`config.mk`:
```
export PLATFORM = sky130hd
export DESIGN_NAME = ex_stage
export DESIGN_NICKNAME = d
export VERILOG_FILES = /design/src/rtl/mips16_pkg.sv /design/src/rtl/alu16.sv /design/src/rtl/ex_stage.sv
export SDC_FILE = /design/constraint.sdc
export NUM_CORES = 1
export LEC_CHECK = 0
export BUFFER_PORTS_ARGS = -buffer_cell sky130_fd_sc_hd__buf_4
export CORE_AREA = 10 10 114 116
export CTS_CLUSTER_SIZE = 12
export DETAILED_ROUTE_END_ITERATION = 16
export DIE_AREA = 0 0 124 126
export PLACE_DENSITY = 0.93
export SYNTH_ARGS = -nofsm -noshare
export SYNTH_HDL_FRONTEND = slang
export SYNTH_SLANG_ARGS = --single-unit
```
`constraint.sdc`:
```
create_clock -name clk -period 6.5 [get_ports clk]
set_clock_uncertainty 0.15 [all_clocks]
set_input_delay 0.325 -clock clk [delete_from_list [all_inputs] [get_ports clk]]
set_output_delay 0.325 -clock clk [all_outputs]
set_load 0.02 [all_outputs]
```
`src/rtl/mips16_pkg.sv`:
```
// Shared MIPS-16 definitions: datapath widths and ALU operation codes.
// No logic of its own; imported by the decoder and the execute stage.
// Not applicable: package only.
package mips16_pkg;

    localparam int DATA_W = 16;
    localparam int REG_AW = 3;

    // ALU operation codes as carried on ALUCtrl from decode
    typedef enum logic [2:0] {
        ALU_ADD = 3'b000,
        ALU_SUB = 3'b001,
        ALU_AND = 3'b010,
        ALU_OR  = 3'b011,
        ALU_XOR = 3'b100,
        ALU_NOR = 3'b101,
        ALU_SLT = 3'b110,
        ALU_SLL = 3'b111
    } alu_op_t;

endpackage

```
`src/rtl/alu16.sv`:
```
// 16-bit ALU: add/sub (wrapping), logic ops, signed set-less-than, shift-left.
// Latency: purely combinational.
// Backpressure: none; output follows inputs within the cycle.
module alu16
    import mips16_pkg::*;
(
    input  logic [2:0]        op,
    input  logic [DATA_W-1:0] a,
    input  logic [DATA_W-1:0] b,
    output logic [DATA_W-1:0] y,
    output logic              zero
);

    // Operation select; SLT compares as two's complement, SLL uses b[3:0]
    always_comb begin
        y = '0;
        case (alu_op_t'(op))
            ALU_ADD: y = a + b;
            ALU_SUB: y = a - b;
            ALU_AND: y = a & b;
            ALU_OR:  y = a | b;
            ALU_XOR: y = a ^ b;
            ALU_NOR: y = ~(a | b);
            ALU_SLT: y = {{(DATA_W-1){1'b0}}, ($signed(a) < $signed(b))};
            ALU_SLL: y = a << b[3:0];
        endcase
    end

    // Zero flag on the final result
    always_comb begin
        zero = (y == '0);
    end

endmodule

```
`src/rtl/ex_stage.sv`:
```
// Execute stage: operand forwarding, ALU, destination select, EX/MEM register.
// Latency: one cycle from ID/EX inputs to the _m outputs.
// Backpressure: stall_m holds EX/MEM; flush_x or !valid_x loads a bubble.
module ex_stage
    import mips16_pkg::*;
(
    input  logic              clk,
    input  logic              rst_n,
    input  logic [2:0]        ALUCtrl_x,
    input  logic              reg_dst_x,
    input  logic              mem_to_reg_x,
    input  logic              mem_write_x,
    input  logic              alu_src_x,
    input  logic              reg_write_x,
    input  logic              valid_x,
    input  logic [DATA_W-1:0] rdata1_x,
    input  logic [DATA_W-1:0] rdata2_x,
    input  logic [DATA_W-1:0] sign_ext_imm_x,
    input  logic [REG_AW-1:0] rs_x,
    input  logic [REG_AW-1:0] rt_x,
    input  logic [REG_AW-1:0] rd_x,
    input  logic              wb_reg_write,
    input  logic [REG_AW-1:0] wb_waddr,
    input  logic [DATA_W-1:0] wb_wdata,
    input  logic              stall_m,
    input  logic              flush_x,
    output logic [DATA_W-1:0] alu_result_m,
    output logic [DATA_W-1:0] store_data_m,
    output logic [REG_AW-1:0] waddr_m,
    output logic              mem_to_reg_m,
    output logic              mem_write_m,
    output logic              reg_write_m,
    output logic              valid_m,
    output logic              zero_m
);

    logic [DATA_W-1:0] opa;
    logic [DATA_W-1:0] fwd_rt;
    logic [DATA_W-1:0] opb;
    logic [DATA_W-1:0] alu_y;
    logic              alu_zero;
    logic [REG_AW-1:0] waddr;
    logic              exm_fwd_ok;

    // A load in EX/MEM has no data yet; the hazard unit bubbles load-use,
    // so only committed ALU results are offered as a forwarding source.
    assign exm_fwd_ok = valid_m && reg_write_m && !mem_to_reg_m;

    // Forward rs: EX/MEM beats MEM/WB; index 0 is never forwarded
    always_comb begin
        opa = rdata1_x;
        if (rs_x != '0) begin
            if (exm_fwd_ok && (waddr_m == rs_x)) begin
                opa = alu_result_m;
            end else if (wb_reg_write && (wb_waddr == rs_x)) begin
                opa = wb_wdata;
            end
        end
    end

    // Forward rt with the same priority; feeds both ALU B and store data
    always_comb begin
        fwd_rt = rdata2_x;
        if (rt_x != '0) begin
            if (exm_fwd_ok && (waddr_m == rt_x)) begin
                fwd_rt = alu_result_m;
            end else if (wb_reg_write && (wb_waddr == rt_x)) begin
                fwd_rt = wb_wdata;
            end
        end
    end

    // ALU B source and destination register select
    always_comb begin
        opb   = alu_src_x ? sign_ext_imm_x : fwd_rt;
        waddr = reg_dst_x ? rd_x : rt_x;
    end

    alu16 u_alu (
        .op   (ALUCtrl_x),
        .a    (opa),
        .b    (opb),
        .y    (alu_y),
        .zero (alu_zero)
    );

    // EX/MEM register: stall holds, flush/invalid loads a zeroed bubble
    always_ff @(posedge clk or negedge rst_n) begin
        if (!rst_n) begin
            alu_result_m <= '0;
            store_data_m <= '0;
            waddr_m      <= '0;
            mem_to_reg_m <= 1'b0;
            mem_write_m  <= 1'b0;
            reg_write_m  <= 1'b0;
            valid_m      <= 1'b0;
            zero_m       <= 1'b0;
        end else if (stall_m) begin
            alu_result_m <= alu_result_m;
            store_data_m <= store_data_m;
            waddr_m      <= waddr_m;
            mem_to_reg_m <= mem_to_reg_m;
            mem_write_m  <= mem_write_m;
            reg_write_m  <= reg_write_m;
            valid_m      <= valid_m;
            zero_m       <= zero_m;
        end else if (flush_x || !valid_x) begin
            alu_result_m <= '0;
            store_data_m <= '0;
            waddr_m      <= '0;
            mem_to_reg_m <= 1'b0;
            mem_write_m  <= 1'b0;
            reg_write_m  <= 1'b0;
            valid_m      <= 1'b0;
            zero_m       <= 1'b0;
        end else begin
            alu_result_m <= alu_y;
            store_data_m <= fwd_rt;
            waddr_m      <= waddr;
            mem_to_reg_m <= mem_to_reg_x;
            mem_write_m  <= mem_write_x;
            reg_write_m  <= reg_write_x;
            valid_m      <= 1'b1;
            zero_m       <= alu_zero;
        end
    end

endmodule

```
Word level (Yosys, flattened, before mapping)
Cells that the tools add are included.
Widths: inputs -> output; s select.
{"block": "totals", "word_cells": 57, "register_bits": 40, "out_inout_bits": 40}
{"block": "op_classes", "n_lt_le_gt_ge": 1, "bitwise_logic": 4, "muxes": 17, "n_eq_ne": 11, "shifts": 1, "reduce_logical": 13, "add_sub_neg": 2}
{"operator": "$mux 16", "n": 9}
{"operator": "$pmux 16 s8", "n": 1}
{"operator": "$add 16x16->16", "n": 1}
{"operator": "$and 16x16->16", "n": 1}
{"operator": "$logic_not 16->1", "n": 1}
{"operator": "$lt 16x16->1", "n": 1}
{"operator": "$not 16->16", "n": 1}
{"operator": "$or 16x16->16", "n": 1}
{"operator": "$shl 16x4->16", "n": 1}
{"operator": "$sub 16x16->16", "n": 1}
{"operator": "$xor 16x16->16", "n": 1}
{"operator": "$eq 3x3->1", "n": 4}
{"operator": "$eq 3x3->1 const B", "n": 4}
{"operator": "$eq 3x2->1 const B", "n": 2}
{"operator": "$logic_and 1x1->1", "n": 6}
{"operator": "$mux 3", "n": 2}
{"operator": "$reduce_bool 3->1", "n": 2}
{"operator": "$mux 1", "n": 5}
{"operator": "$eq 3x1->1 const B", "n": 1}
{"operator": "$logic_not 3->1", "n": 1}
{"operator": "$logic_not 1->1", "n": 2}
{"operator": "$logic_or 1x1->1", "n": 1}

Depth between registers and ports, before layout
{"block": "logic_depth", "word_depth": 11, "depth_mapped": 24}

Hierarchy
A second synthesis with hierarchy kept.
{"block": "hier_totals", "hier_cells": 805, "hier_area_um2": 6309.8}
{"mod": "alu16", "cells_per_inst": 478, "area_each_um2": 3240.6, "n_inst": 1}
{"mod": "ex_stage", "cells_per_inst": 327, "area_each_um2": 3069.2, "n_inst": 1}

Worst setup path after synthesis
Ideal clock, no wire load.
{"block": "synth_timing", "path_type": "register -> register", "from": "register mem_to_reg_m", "to": "register zero_m", "synth_period_minus_slack_ns": 4.816, "slack_ns": 1.684, "arrival_ns": 4.574, "stages_incl_launch_ff": 24, "cell_sequence": "dfrtp_1 and3b_1 nand4_1 buf_6 mux2i_2 nor2_2 nor2_2 buf_2 inv_1 ha_1 inv_1 fa_1 nand2b_1 a211oi_1 o221ai_1 o31ai_1 a21oi_1 o21a_1 o31ai_1 a22oi_1 xor2_1 a211oi_1 nand4_1 o31ai_2"}
{"block": "synth_via", "elab_chain_len": 11, "word_cells_on_any_way": 20, "classes_between": "add/sub (2); order compare (1); shift (1); mux (7); bitwise (4); reduce/logical (5)"}
{"element": "start: declaration", "line": "ex_stage.sv:30", "rtl": "output logic mem_to_reg_m,"}
{"element": "start signal: assignment", "line": "ex_stage.sv:102", "rtl": "mem_to_reg_m <= mem_to_reg_m;"}
{"element": "start signal: assignment", "line": "ex_stage.sv:120", "rtl": "mem_to_reg_m <= mem_to_reg_x;"}
{"element": "$logic_not 1->1 *", "line": "ex_stage.sv:47", "rtl": "assign exm_fwd_ok = valid_m && reg_write_m && !mem_to_reg_m;"}
{"element": "$logic_and 1x1->1 *", "line": "ex_stage.sv:47"}
{"element": "branches (longest 6 deep; another with $sub 16x16->16)"}
{"element": "$pmux 16 s8 *", "line": "alu16.sv:17", "rtl": "case (alu_op_t'(op))"}
{"element": "$logic_not 16->1 *", "line": "alu16.sv:31", "rtl": "zero = (y == '0);"}
{"element": "$mux 1 *", "line": "ex_stage.sv:107", "rtl": "end else if (flush_x || !valid_x) begin"}
{"element": "end signal: assignment", "line": "ex_stage.sv:106", "rtl": "zero_m <= zero_m;"}
{"element": "end signal: assignment", "line": "ex_stage.sv:124", "rtl": "zero_m <= alu_zero;"}
{"element": "end: declaration", "line": "ex_stage.sv:34", "rtl": "output logic zero_m"}
Mark *: on every way between the ends.
A chain may end at the register's enable or synchronous reset.

Worst setup path in the final report
Same ends and word-level chain as after synthesis.

==> impl_metrics.toml <==
[placement]
dpl_cell_area_um2 = 6930
hpwl_um = 18600
port_buffers = 129
routabilityCongestion = 1.03
pre_cts_ws_ns = 0.773

[final_layout]
post-route-util = 0.659
antenna_cells = 0
final.fill_count = 910
drive_gt1_frac = 0.202
final_area_um2 = 7050
fin_nets = 1058
area_growth_pct = 17.2

[grt]
grt_max_degree = 51
grt_first_pass_wirelength_um = 35900
grt_overflow = 0
grt_usage = 0.283
grt_pass1_vias = 6583
antenna_found_initial = 0

[floorplan]
start_util = 0.562
die_area_um2 = 15600
die_h_um = 126
die_w_um = 124
rows = 38
core_area_um2 = 10700
ios = 130

[synthesis]
synthCells = 830
ys_top_cells_by_count = "nand2_1, a21oi_1, o21ai_0"
synthesis.area_um2 = 6020
yosys_warnings = 0
yosysUniqueCellTypes = 78
syn-mean-instance-area_um2 = 7.25
synth_top_area_cell = "dfrtp_1"
ys_seq_elements = 40
synth.most_common_cell = "nand2_1"
async_flop_share = 1.00
synth_area_leaders = "dfrtp_1, ha_1, nand2_1, a21oi_1, o21ai_0"
synth_top_area_frac = 0.166
synth-seq-area-share = 0.166
ys.flop_type = "dfrtp_1"
syn_nets = 971
synth_edf_count = 0

[sta]
rsz0062_at_grt = "false"
tightest_slew_ns = 0.990
min_period_over_period = 0.906
worst_slack_ns = 0.612
fin_crit_ns = 5.89
tns_ns = 0
relSlewSlack = 0.338
fmax_ghz = 0.170
finalSetupViolCount = 0
timing_hold_violations_final = 0
drv_slew = 0

[setup_path]
end_kind = "flip-flop"
cp-startpoint = "mem_to_reg_m"
rr_worst_depth = 19
setup.worst_path.end = "zero_m"
critPathRequiredTime_ns = 6.56
cp-start-kind = "flip-flop"
reg2reg_slack_ns = 0.61
rr_endpoint = "zero_m"
arrival_ns = 5.95
crit_type = "reg2reg"
r2r-start = "mem_to_reg_m"
path_max_fanout = 13

[drt]
first_pass_iters = 6
wl_per_cell_um = 22.5
via_count = 7186
drt-initial-drc-count = 1488
routed_via_density = 6.79
antenna_left = 0
drc = 0
routed_wl_um = 23800

[pwr]
comb_power_share = 0.558
swShare = 0.454
peakVddDrop_v = 0.000136
p_sw_mw = 0.520
p_int_mw = 0.624
power_frac_seq = 0.249
p_total_mw = 1.14
p_clk_frac = 0.193
p_per_area_nw_per_um2 = 162
p_leak_nw = 3.26

[clock_network]
cts_tree = "done"
cts_buffers = 5
clkTransAtPathRegs_ns = 0.09
cts-root-buf = "clkbuf_8"
clk_latency_ns = 0.30
clockBufferDepth = 2
clkSinkCount = 40
htreeDepth = 2

[flow_run]
maxCapViolCount = 0

[min_path]
holdPathStages = 2
hold_class = "in2reg"

[status]
outcome = "complete, no violations"
==> how the worst min path moves through the flow <==
stage,from,endpoint
final,mem_to_reg_x,mem_to_reg_m
after global routing,mem_write_x,mem_write_m
after floorplan,rst_n,alu_result_m[0]
after detailed placement,rst_n,store_data_m[11]
after CTS,mem_write_x,mem_write_m
after global placement,rst_n,store_data_m[11]
==> per-layer routing <==
layer	routed length [um]	global-route usage
met2	10400	0.452
met5	0	0
met4	873	0.0874
met1	9150	0.369
met3	3310	0.0643
==> cell usage in the layout (no fill, tap or decap), types with 6 or more instances in the layout <==
cell type / n
buf_4: 136
nand2_1: 110
a21oi_1: 65
o21ai_0: 63
nor2_1: 62
ha_1: 49
inv_1: 47
dfrtp_1: 40
o22ai_1: 24
xnor2_1: 22
mux2i_1: 20
nor4_1: 17
a211oi_1: 17
nor3_1: 16
o22a_1: 15
nand4_1: 13
a22o_1: 12
nand2b_1: 10
xor2_1: 10
nand3_1: 10
nor2b_1: 8
o31ai_1: 8
a221oi_1: 8
o211ai_1: 8
a31oi_1: 7
o21ai_1: 6
or3_1: 6
==> area by class of cell <==
class                           instances  area, um^2  share of cell area
Timing Repair Buffer                  137        1030               0.146
Clock buffer                            5        68.8             0.00976
Sequential cell                        40        1000               0.142
Tap cell                              140         175              0.0248
Inverter                               52         195              0.0277
Clock inverter                          3        46.3             0.00656
Multi-Input combinational cell        681        4540               0.643
==> state kept, by name (all words and copies together), names as in the netlist <==
signal and count:
store_data_m 16, mem_to_reg_m 1, valid_m 1, mem_write_m 1, waddr_m 3, zero_m 1, reg_write_m 1, alu_result_m 16
==> per-stage QoR <==
| stage | hold slack, ns | instances |
|---|---|---|
| after floorplan | -0.121 | 830 |
| after global placement | 0.179 | 1049 |
| after detailed placement | 0.181 | 1049 |
| after CTS | 0.103 | 1058 |
| after global routing | 0.100 | 1058 |
| final | 0.107 | 1058 |
==> critical path, cell delays in order, from the launching register on <==
cell and delay [ns]:
dfrtp_1 0.40, and3b_1 0.25, nand4_1 0.44, buf_4 0.38, nand2b_1 0.38, o22a_1 0.23, o22ai_1 0.09, o21ai_0 0.36
ha_1 0.43, a211oi_1 0.36, o221ai_1 0.26, o31ai_1 0.44, a21oi_1 0.14, o21a_1 0.21, o31ai_1 0.29, a22oi_1 0.16
xor2_1 0.18, a211oi_1 0.30, nand4_1 0.14, o31ai_2 0.22
==> power groups by stage <==
stage | registers, mW | logic, mW | clock network (mW)
2_1_floorplan | 0.304 | 0.400 | 0
3_3_place_gp | 0.288 | 0.608 | 0
3_5_place_dp | 0.289 | 0.613 | 0
4_1_cts | 0.284 | 0.617 | 0.215
5_1_grt | 0.287 | 0.686 | 0.228
6_report | 0.285 | 0.638 | 0.221
==> cells by family (layout without fill, tap and decap cells) <==
group                      Yosys count  in the layout  share of synthesized area
AOI/OAI and AO/OA                  298            298                      0.339
muxes                               26             26                     0.0449
DFF                                 40             40                      0.166
adders and majority gates           51             51                      0.109
xor gates and xnor gates            32             32                     0.0466
buffers and inverters              109            197                     0.0798
and+or+nand+nor                    274            274                      0.215
==> timing repair <==
item / in CTS / in global routing
resized for setup: 0 / 0
endpoints found under the hold margin: 40 / 0
setup endpoints to repair: 0 / 0
buffers inserted: 0 / 0
hold buffers: 1 / 0
Power figures use the tool's default switching activity.
